$ cat src/rtl/chip8_pkg.sv
// rtl/chip8_pkg.sv - shared CHIP-8 display constants, opcodes and draw sequencer state encoding
package chip8_pkg;

  localparam int DISP_ROWS = 32;
  localparam int DISP_COLS = 64;
  localparam int FONT_BASE = 80;

  localparam logic [15:0] OP_CLS      = 16'h00E0;
  localparam logic [15:0] OP_DRW      = 16'hD000;
  localparam logic [15:0] OP_DRW_MASK = 16'hF000;

  typedef logic [2:0] draw_state_t;

  localparam draw_state_t ST_IDLE  = 3'd0;
  localparam draw_state_t ST_FETCH = 3'd1;
  localparam draw_state_t ST_WRITE = 3'd2;
  localparam draw_state_t ST_CLEAR = 3'd3;
  localparam draw_state_t ST_DONE  = 3'd4;

endpackage

$ cat src/rtl/chip8_draw_sequencer_if.sv
// rtl/chip8_draw_sequencer_if.sv - program memory and display RAM ports of the draw sequencer
interface chip8_draw_sequencer_if #(
  parameter int DISP_COLS = 64,
  parameter int ROW_W     = 5,
  parameter int ADDR_W    = 12
);

  logic                 mem_req;
  logic [ADDR_W-1:0]    mem_addr;
  logic                 mem_gnt;
  logic [7:0]           mem_rdata;
  logic                 disp_rd_en;
  logic [ROW_W-1:0]     disp_rd_row;
  logic [DISP_COLS-1:0] disp_rd_data;
  logic                 disp_wr_en;
  logic [ROW_W-1:0]     disp_wr_row;
  logic [DISP_COLS-1:0] disp_wr_data;

  modport master (
    output mem_req, mem_addr, disp_rd_en, disp_rd_row, disp_wr_en, disp_wr_row, disp_wr_data,
    input  mem_gnt, mem_rdata, disp_rd_data
  );

  modport slave (
    input  mem_req, mem_addr, disp_rd_en, disp_rd_row, disp_wr_en, disp_wr_row, disp_wr_data,
    output mem_gnt, mem_rdata, disp_rd_data
  );

endinterface

$ cat src/rtl/chip8_sprite_row.sv
// rtl/chip8_sprite_row.sv - XORs one sprite byte into a display row at column x, with wrap
module chip8_sprite_row #(
  parameter int DISP_COLS = 64
) (
  input  logic [$clog2(DISP_COLS)-1:0] x,
  input  logic [7:0]                   sprite_byte,
  input  logic [DISP_COLS-1:0]         row,
  output logic [DISP_COLS-1:0]         new_row,
  output logic                         hit
);

  localparam int X_W = $clog2(DISP_COLS);

  logic [DISP_COLS-1:0] aligned;
  logic [DISP_COLS-1:0] shifted;

  // Column 0 is the row MSB; a right rotate by x puts the byte MSB at column x.
  always_comb begin
    aligned = {sprite_byte, {(DISP_COLS-8){1'b0}}};
    shifted = (aligned >> x) | (aligned << (X_W'(DISP_COLS) - x));
    new_row = row ^ shifted;
    hit     = |(row & shifted);
  end

endmodule

$ cat src/rtl/chip8_draw_sequencer.sv
// rtl/chip8_draw_sequencer.sv - multi-cycle DRW/CLS sequencer: fetches sprite bytes,
// read-modify-writes display rows and accumulates the VF collision flag
module chip8_draw_sequencer #(
  parameter int DISP_ROWS = chip8_pkg::DISP_ROWS,
  parameter int DISP_COLS = chip8_pkg::DISP_COLS,
  parameter int ADDR_W    = 12
) (
  input  logic                         clk,
  input  logic                         rst_n,
  input  logic                         draw_start,
  input  logic [$clog2(DISP_COLS)-1:0] draw_x,
  input  logic [$clog2(DISP_ROWS)-1:0] draw_y,
  input  logic [3:0]                   draw_n,
  input  logic [ADDR_W-1:0]            draw_i,
  input  logic                         clr_start,
  output logic                         busy,
  output logic                         done,
  output logic                         collision,
  chip8_draw_sequencer_if.master       bus
);

  import chip8_pkg::*;

  localparam int X_W   = $clog2(DISP_COLS);
  localparam int ROW_W = $clog2(DISP_ROWS);

  draw_state_t          state;
  logic [ROW_W-1:0]     r;
  logic [X_W-1:0]       x_q;
  logic [ROW_W-1:0]     y_q;
  logic [3:0]           n_q;
  logic [ADDR_W-1:0]    i_q;
  logic                 coll_q;
  logic [ROW_W-1:0]     row_idx;
  logic [DISP_COLS-1:0] new_row;
  logic                 hit;

  // Row index wraps naturally at the power-of-two display height.
  assign row_idx   = y_q + r;
  assign collision = coll_q;

  chip8_sprite_row #(.DISP_COLS(DISP_COLS)) u_sprite_row (
    .x           (x_q),
    .sprite_byte (bus.mem_rdata),
    .row         (bus.disp_rd_data),
    .new_row     (new_row),
    .hit         (hit)
  );

  always_ff @(posedge clk or negedge rst_n) begin
    if (!rst_n) begin
      state  <= ST_IDLE;
      r      <= '0;
      x_q    <= '0;
      y_q    <= '0;
      n_q    <= '0;
      i_q    <= '0;
      coll_q <= 1'b0;
    end else begin
      case (state)
        ST_IDLE: begin
          if (clr_start) begin
            r     <= '0;
            state <= ST_CLEAR;
          end else if (draw_start) begin
            x_q    <= draw_x;
            y_q    <= draw_y;
            n_q    <= draw_n;
            i_q    <= draw_i;
            coll_q <= 1'b0;
            r      <= '0;
            state  <= (draw_n == 4'd0) ? ST_DONE : ST_FETCH;
          end
        end
        ST_FETCH: begin
          if (bus.mem_gnt) state <= ST_WRITE;
        end
        ST_WRITE: begin
          coll_q <= coll_q | hit;
          r      <= r + 1'b1;
          state  <= (r == ROW_W'(n_q - 4'd1)) ? ST_DONE : ST_FETCH;
        end
        ST_CLEAR: begin
          r <= r + 1'b1;
          if (r == ROW_W'(DISP_ROWS - 1)) state <= ST_DONE;
        end
        ST_DONE: state <= ST_IDLE;
        default: state <= ST_IDLE;
      endcase
    end
  end

  always_comb begin
    busy             = (state != ST_IDLE);
    done             = (state == ST_DONE);
    bus.mem_req      = (state == ST_FETCH);
    bus.mem_addr     = (state == ST_FETCH) ? i_q + ADDR_W'(r) : '0;
    bus.disp_rd_en   = (state == ST_FETCH) && bus.mem_gnt;
    bus.disp_rd_row  = bus.disp_rd_en ? row_idx : '0;
    bus.disp_wr_en   = (state == ST_WRITE) || (state == ST_CLEAR);
    bus.disp_wr_row  = (state == ST_WRITE) ? row_idx : ((state == ST_CLEAR) ? r : '0);
    bus.disp_wr_data = (state == ST_WRITE) ? new_row : '0;
  end

endmodule

$ cat src/flat_wrapper.sv
// flat-port wrapper written by rule: the top's interface ports become plain ports
module chip8_draw_sequencer_flat import chip8_pkg::*;
#(
  parameter int DISP_ROWS = chip8_pkg::DISP_ROWS,
  parameter int DISP_COLS = chip8_pkg::DISP_COLS,
  parameter int ADDR_W    = 12
)
  (clk, rst_n, draw_start, draw_x, draw_y, draw_n, draw_i, clr_start, busy, done, collision, bus_mem_req, bus_mem_addr, bus_disp_rd_en, bus_disp_rd_row, bus_disp_wr_en, bus_disp_wr_row, bus_disp_wr_data, bus_mem_gnt, bus_mem_rdata, bus_disp_rd_data);
  chip8_draw_sequencer_if #(.DISP_COLS(DISP_COLS), .ROW_W(5), .ADDR_W(ADDR_W)) bus_i ();
  input  logic clk;
  input  logic rst_n;
  input  logic draw_start;
  input  logic [$clog2(DISP_COLS)-1:0] draw_x;
  input  logic [$clog2(DISP_ROWS)-1:0] draw_y;
  input  logic [3:0] draw_n;
  input  logic [ADDR_W-1:0] draw_i;
  input  logic clr_start;
  output logic busy;
  output logic done;
  output logic collision;
  output wire logic [$bits(bus_i.mem_req)-1:0] bus_mem_req;
  output wire logic [$bits(bus_i.mem_addr)-1:0] bus_mem_addr;
  output wire logic [$bits(bus_i.disp_rd_en)-1:0] bus_disp_rd_en;
  output wire logic [$bits(bus_i.disp_rd_row)-1:0] bus_disp_rd_row;
  output wire logic [$bits(bus_i.disp_wr_en)-1:0] bus_disp_wr_en;
  output wire logic [$bits(bus_i.disp_wr_row)-1:0] bus_disp_wr_row;
  output wire logic [$bits(bus_i.disp_wr_data)-1:0] bus_disp_wr_data;
  input wire logic [$bits(bus_i.mem_gnt)-1:0] bus_mem_gnt;
  input wire logic [$bits(bus_i.mem_rdata)-1:0] bus_mem_rdata;
  input wire logic [$bits(bus_i.disp_rd_data)-1:0] bus_disp_rd_data;
  assign bus_mem_req = bus_i.mem_req;
  assign bus_mem_addr = bus_i.mem_addr;
  assign bus_disp_rd_en = bus_i.disp_rd_en;
  assign bus_disp_rd_row = bus_i.disp_rd_row;
  assign bus_disp_wr_en = bus_i.disp_wr_en;
  assign bus_disp_wr_row = bus_i.disp_wr_row;
  assign bus_disp_wr_data = bus_i.disp_wr_data;
  assign bus_i.mem_gnt = bus_mem_gnt;
  assign bus_i.mem_rdata = bus_mem_rdata;
  assign bus_i.disp_rd_data = bus_disp_rd_data;
  chip8_draw_sequencer #(.DISP_ROWS(DISP_ROWS), .DISP_COLS(DISP_COLS), .ADDR_W(ADDR_W)) u_core (.clk(clk), .rst_n(rst_n), .draw_start(draw_start), .draw_x(draw_x), .draw_y(draw_y), .draw_n(draw_n), .draw_i(draw_i), .clr_start(clr_start), .busy(busy), .done(done), .collision(collision), .bus(bus_i));
endmodule
$ cat config.mk
export PLATFORM = sky130hd
export DESIGN_NAME = chip8_draw_sequencer_flat
export DESIGN_NICKNAME = d
export VERILOG_FILES = /design/src/rtl/chip8_pkg.sv /design/src/rtl/chip8_draw_sequencer_if.sv /design/src/rtl/chip8_sprite_row.sv /design/src/rtl/chip8_draw_sequencer.sv /design/src/flat_wrapper.sv
export SDC_FILE = /design/constraint.sdc
export NUM_CORES = 1
export LEC_CHECK = 0
export CORE_MARGIN = 1.5
export CORE_UTILIZATION = 66
export CTS_CLUSTER_SIZE = 28
export DETAILED_ROUTE_END_ITERATION = 12
export DONT_BUFFER_PORTS = 1
export PLACE_DENSITY_LB_ADDON = 0.08
export SETUP_SLACK_MARGIN = 0.05
export SLEW_MARGIN = 0
export SYNTH_ARGS = -nofsm -noshare
export SYNTH_HDL_FRONTEND = slang
export SYNTH_SLANG_ARGS = --single-unit
$ cat constraint.sdc
create_clock -name clk -period 3.76 [get_ports clk]
set_input_delay 0.188 -clock clk [delete_from_list [all_inputs] [get_ports clk]]
set_output_delay 0.188 -clock clk [all_outputs]
set_load 0.005 [all_outputs]
==> results by group <==
Clock tree
  – CTS max path bufs: 2
  – Clock sinks: 36
  – Register clock-pin slew on the reported worst setup and hold paths: 70 ps
  – CTS tree: done
  – Post-CTS setup buffers: 0
  – H-tree depth: 2
  – CTS root buf: clkbuf_8
  – CTS buffer count: 5
  – Clk Latency, worst-skew pair: between 200 and 300 ps

Logic synthesis
  – Synth Instances: ~560
  – Syn_nets: 745
  – Mux contribution to synthesized area: about 17%
  – EDFF count, synth: 0
  – Post-Synth Simple-Gate Area: between 20% and 30%
  – Sequential area share after synthesis: roughly 18%
  – Number of synthesis warnings: 0
  – Adder-Cell Fraction of Synth Area: just over 20%
  – Synth area leader: ha_1
  – Synth Area in Compound Gates: 12.2%
  – Share of the synthesized area in the top cell type: slightly below 20%
  – Synth cell count leaders: 77 x ha_1, 69 x and2_1, 52 x nor2_1
  – Synth cell types: 55
  – Synth Flop Type: dfrtp_1
  – Ranking of synthesized cells by area: ha_1 20%, dfrtp_1 18%, and2_1 8.8%
  – Largest family of logic cells by synthesized area: simple AND/OR/NAND/NOR gates
  – Syn avg cell area: ~8.8 sq um
  – Top-count cell post-synth: ha_1
  – Yosys reg bits: 36
  – XOR/XNOR share of the synthesized area: under 10%
  – Post-Syn Area: 0.00492 sq mm
  – Synth async-reset ratio: 100%

Pwr
  – Lkg Pwr: 0.00240 uW
  – PwrDens: 810 mW/mm^2
  – Worst VDD drop: between 0.0004 and 0.0005 V

Worst setup path
  – Req. time, crit path: 3920 ps
  – Worst-path fanout max: 16
  – Nature of the critical path startpoint: flip-flop
  – Crit path kind: reg -> reg
  – Worst setup EP type: flip-flop
  – CP arrival: approximately 3600 ps

Global route
  – GR Util All Layers: between 30% and 40%
  – Global route total overflow: 0
  – Number of global-route vias before repair: between 4000 and 5000
  – Antenna violations before repair: 0
  – First-pass GRT wire length: about 21 mm
  – Largest net degree at the start of global routing: 65

Die
  – Die Y: a little under 90 um
  – Die area: ~0.0080 sq mm
  – Die Wd: slightly below 90 um
  – Row count: 31
  – Std-Cell Core Area: roughly 0.007 sq mm
  – I/O Pins: about 200
  – Initial Util: between 60% and 70%

Placement
  – I/O Buffers: 0
  – Detailed placement HPWL: approximately 11 mm
  – Dpl cells: roughly 640
  – RePlAce Congestion: a little under 1

Routing
  – Drt drc: 0
  – Via/cell ratio: slightly below 7
  – Routed WL: between 10 and 15 mm
  – Post-route ant nets: 0
  – DR WL/cell: 22.2 um
  – Starting DRC count in detailed routing: approximately 370
  – Detailed-route via count: 4474
  – Drt pass-1 iters: 5

STA
  – Rel. slew slack: roughly 58%
  – Max Transition Viols Final: 0
  – Clk_skew: roughly 4.4 ps
  – Count of final hold-check violations: 0
  – Total negative slack: 0 ps
  – Post-layout min period: around 3400 ps
  – Worst Max-Slew Pin Slew: 626 ps
  – Final setup viols: 0
  – Tcrit/Tclk final: between 90% and 100%
  – Unrepaired setup endpoints after global routing: no
  – Max Fclk: 293 MHz

Layout
  – Nets: 735
  – Ant diodes: 0
  – Layout cells sized above 1: approximately an eighth
  – Non-Filler Instances: around 650
  – P&R area growth vs syn: 3.94%

Run
  – Max_cap viols: 0

Min path
  – Min-delay worst type: in -> reg

Status
  – Run status: finished clean
-- layout make-up --
| class | count | area, sq um |
|---|---|---|
| multi-input combinational | 481 | 3820 |
| fill | 582 | 2100 |
| sequential | 36 | 902 |
| timing repair buffer | 15 | 128 |
| tap | 99 | 124 |
| clock buffer | 6 | 82.6 |
| inverter | 13 | 48.8 |
| clock inverter | 2 | 10.0 |
-- cell usage in the layout (no fill, tap or decap), types with 5 or more instances in the layout --
| cell | netlist | final |
|---|---|---|
| a21oi_1 | 24 | 24 |
| and2_1 | 69 | 69 |
| buf_4 | 0 | 13 |
| clkbuf_8 | 0 | 6 |
| dfrtp_1 | 36 | 35 |
| ha_1 | 77 | 77 |
| inv_1 | 10 | 10 |
| mux2_2 | 30 | 30 |
| mux2i_1 | 25 | 25 |
| mux4_2 | 5 | 5 |
| nand2_1 | 22 | 22 |
| nand2b_1 | 15 | 15 |
| nand3_1 | 7 | 7 |
| nand4_1 | 8 | 8 |
| nor2_1 | 52 | 51 |
| nor3_1 | 9 | 9 |
| nor4_1 | 18 | 18 |
| o21ai_0 | 15 | 15 |
| o22ai_1 | 23 | 23 |
| or2_2 | 6 | 6 |
| or3_1 | 5 | 5 |
| xor2_1 | 6 | 6 |
-- per-stage QoR --
stage / utilization (%) / setup slack [ps] / hold WS [ps] / instance area (sq um) / power (uW)
2_1_floorplan: - / 886 / -108 / 4920 / 3060
3_3_place_gp: 69.2 / 256 / -107 / 4990 / 3700
3_5_place_dp: 69.2 / 228 / -107 / 4990 / 3760
4_1_cts: 70.9 / 221 / 41.2 / 5110 / 4080
5_1_grt: 70.9 / 110 / 37.4 / 5110 / 4490
6_report: 70.9 / 351 / 42.7 / 5110 / 4140
-- state kept, by name (all words and copies together), names as in the netlist --
signal,flops
u_core.i_q,12
u_core.x_q,6
u_core.r,5
u_core.y_q,5
u_core.n_q,4
u_core.state,3
u_core.collision,1
-- repair_timing --
action,4_1_cts,5_1_grt
hold endpoints to repair,36,0
hold buffers,2,0
endpoints found under the setup margin,0,1
resized for setup,0,1
-- worst max-delay path, stage by stage (launching register included) --
cell and delay, ps:
dfrtp_2 580, inv_1 110, ha_1 290, xor2_1 500
mux4_2 350, o22ai_1 90, ha_1 220, nor4_1 540
nand4_1 170, nor4_1 330, o21ai_0 120
-- report_power, final --
group	switching (uW)	internal [uW]	leakage, uW	total (uW)
Combinational	1720	1290	0.00191	3010
Clock	139	146	0.0000510	285
Sequential	273	571	0.000437	844
-- per-layer routing --
layer / GRT usage, % / part of all wire, %
met5: 0 / 0
met4: 16.2 / 3.8
met3: 7.20 / 8.7
met2: 62.6 / 50
met1: 40.6 / 37
-- final timing paths --
path	start	endpoint	slack, ps	depth (start not counted)
setup / recovery	u_core.x_q[0]	u_core.collision	350	10
hold / removal	draw_x[4]	u_core.x_q[4]	40	1
max in group asynchronous	rst_n	u_core.x_q[0]	3210	2
setup reg to reg	u_core.x_q[0]	u_core.collision	350	10
min in group asynchronous	rst_n	u_core.i_q[9]	360	2
hold reg to reg	u_core.y_q[3]	u_core.y_q[3]	520	1
-- cell families after synthesis --
family,after synthesis
compound gates,95
buf+inv,45
flops,36
fa+ha+maj,79
simple gates,229
mux,66
xor+xnor,12
(Power assumes the default switching activity.)
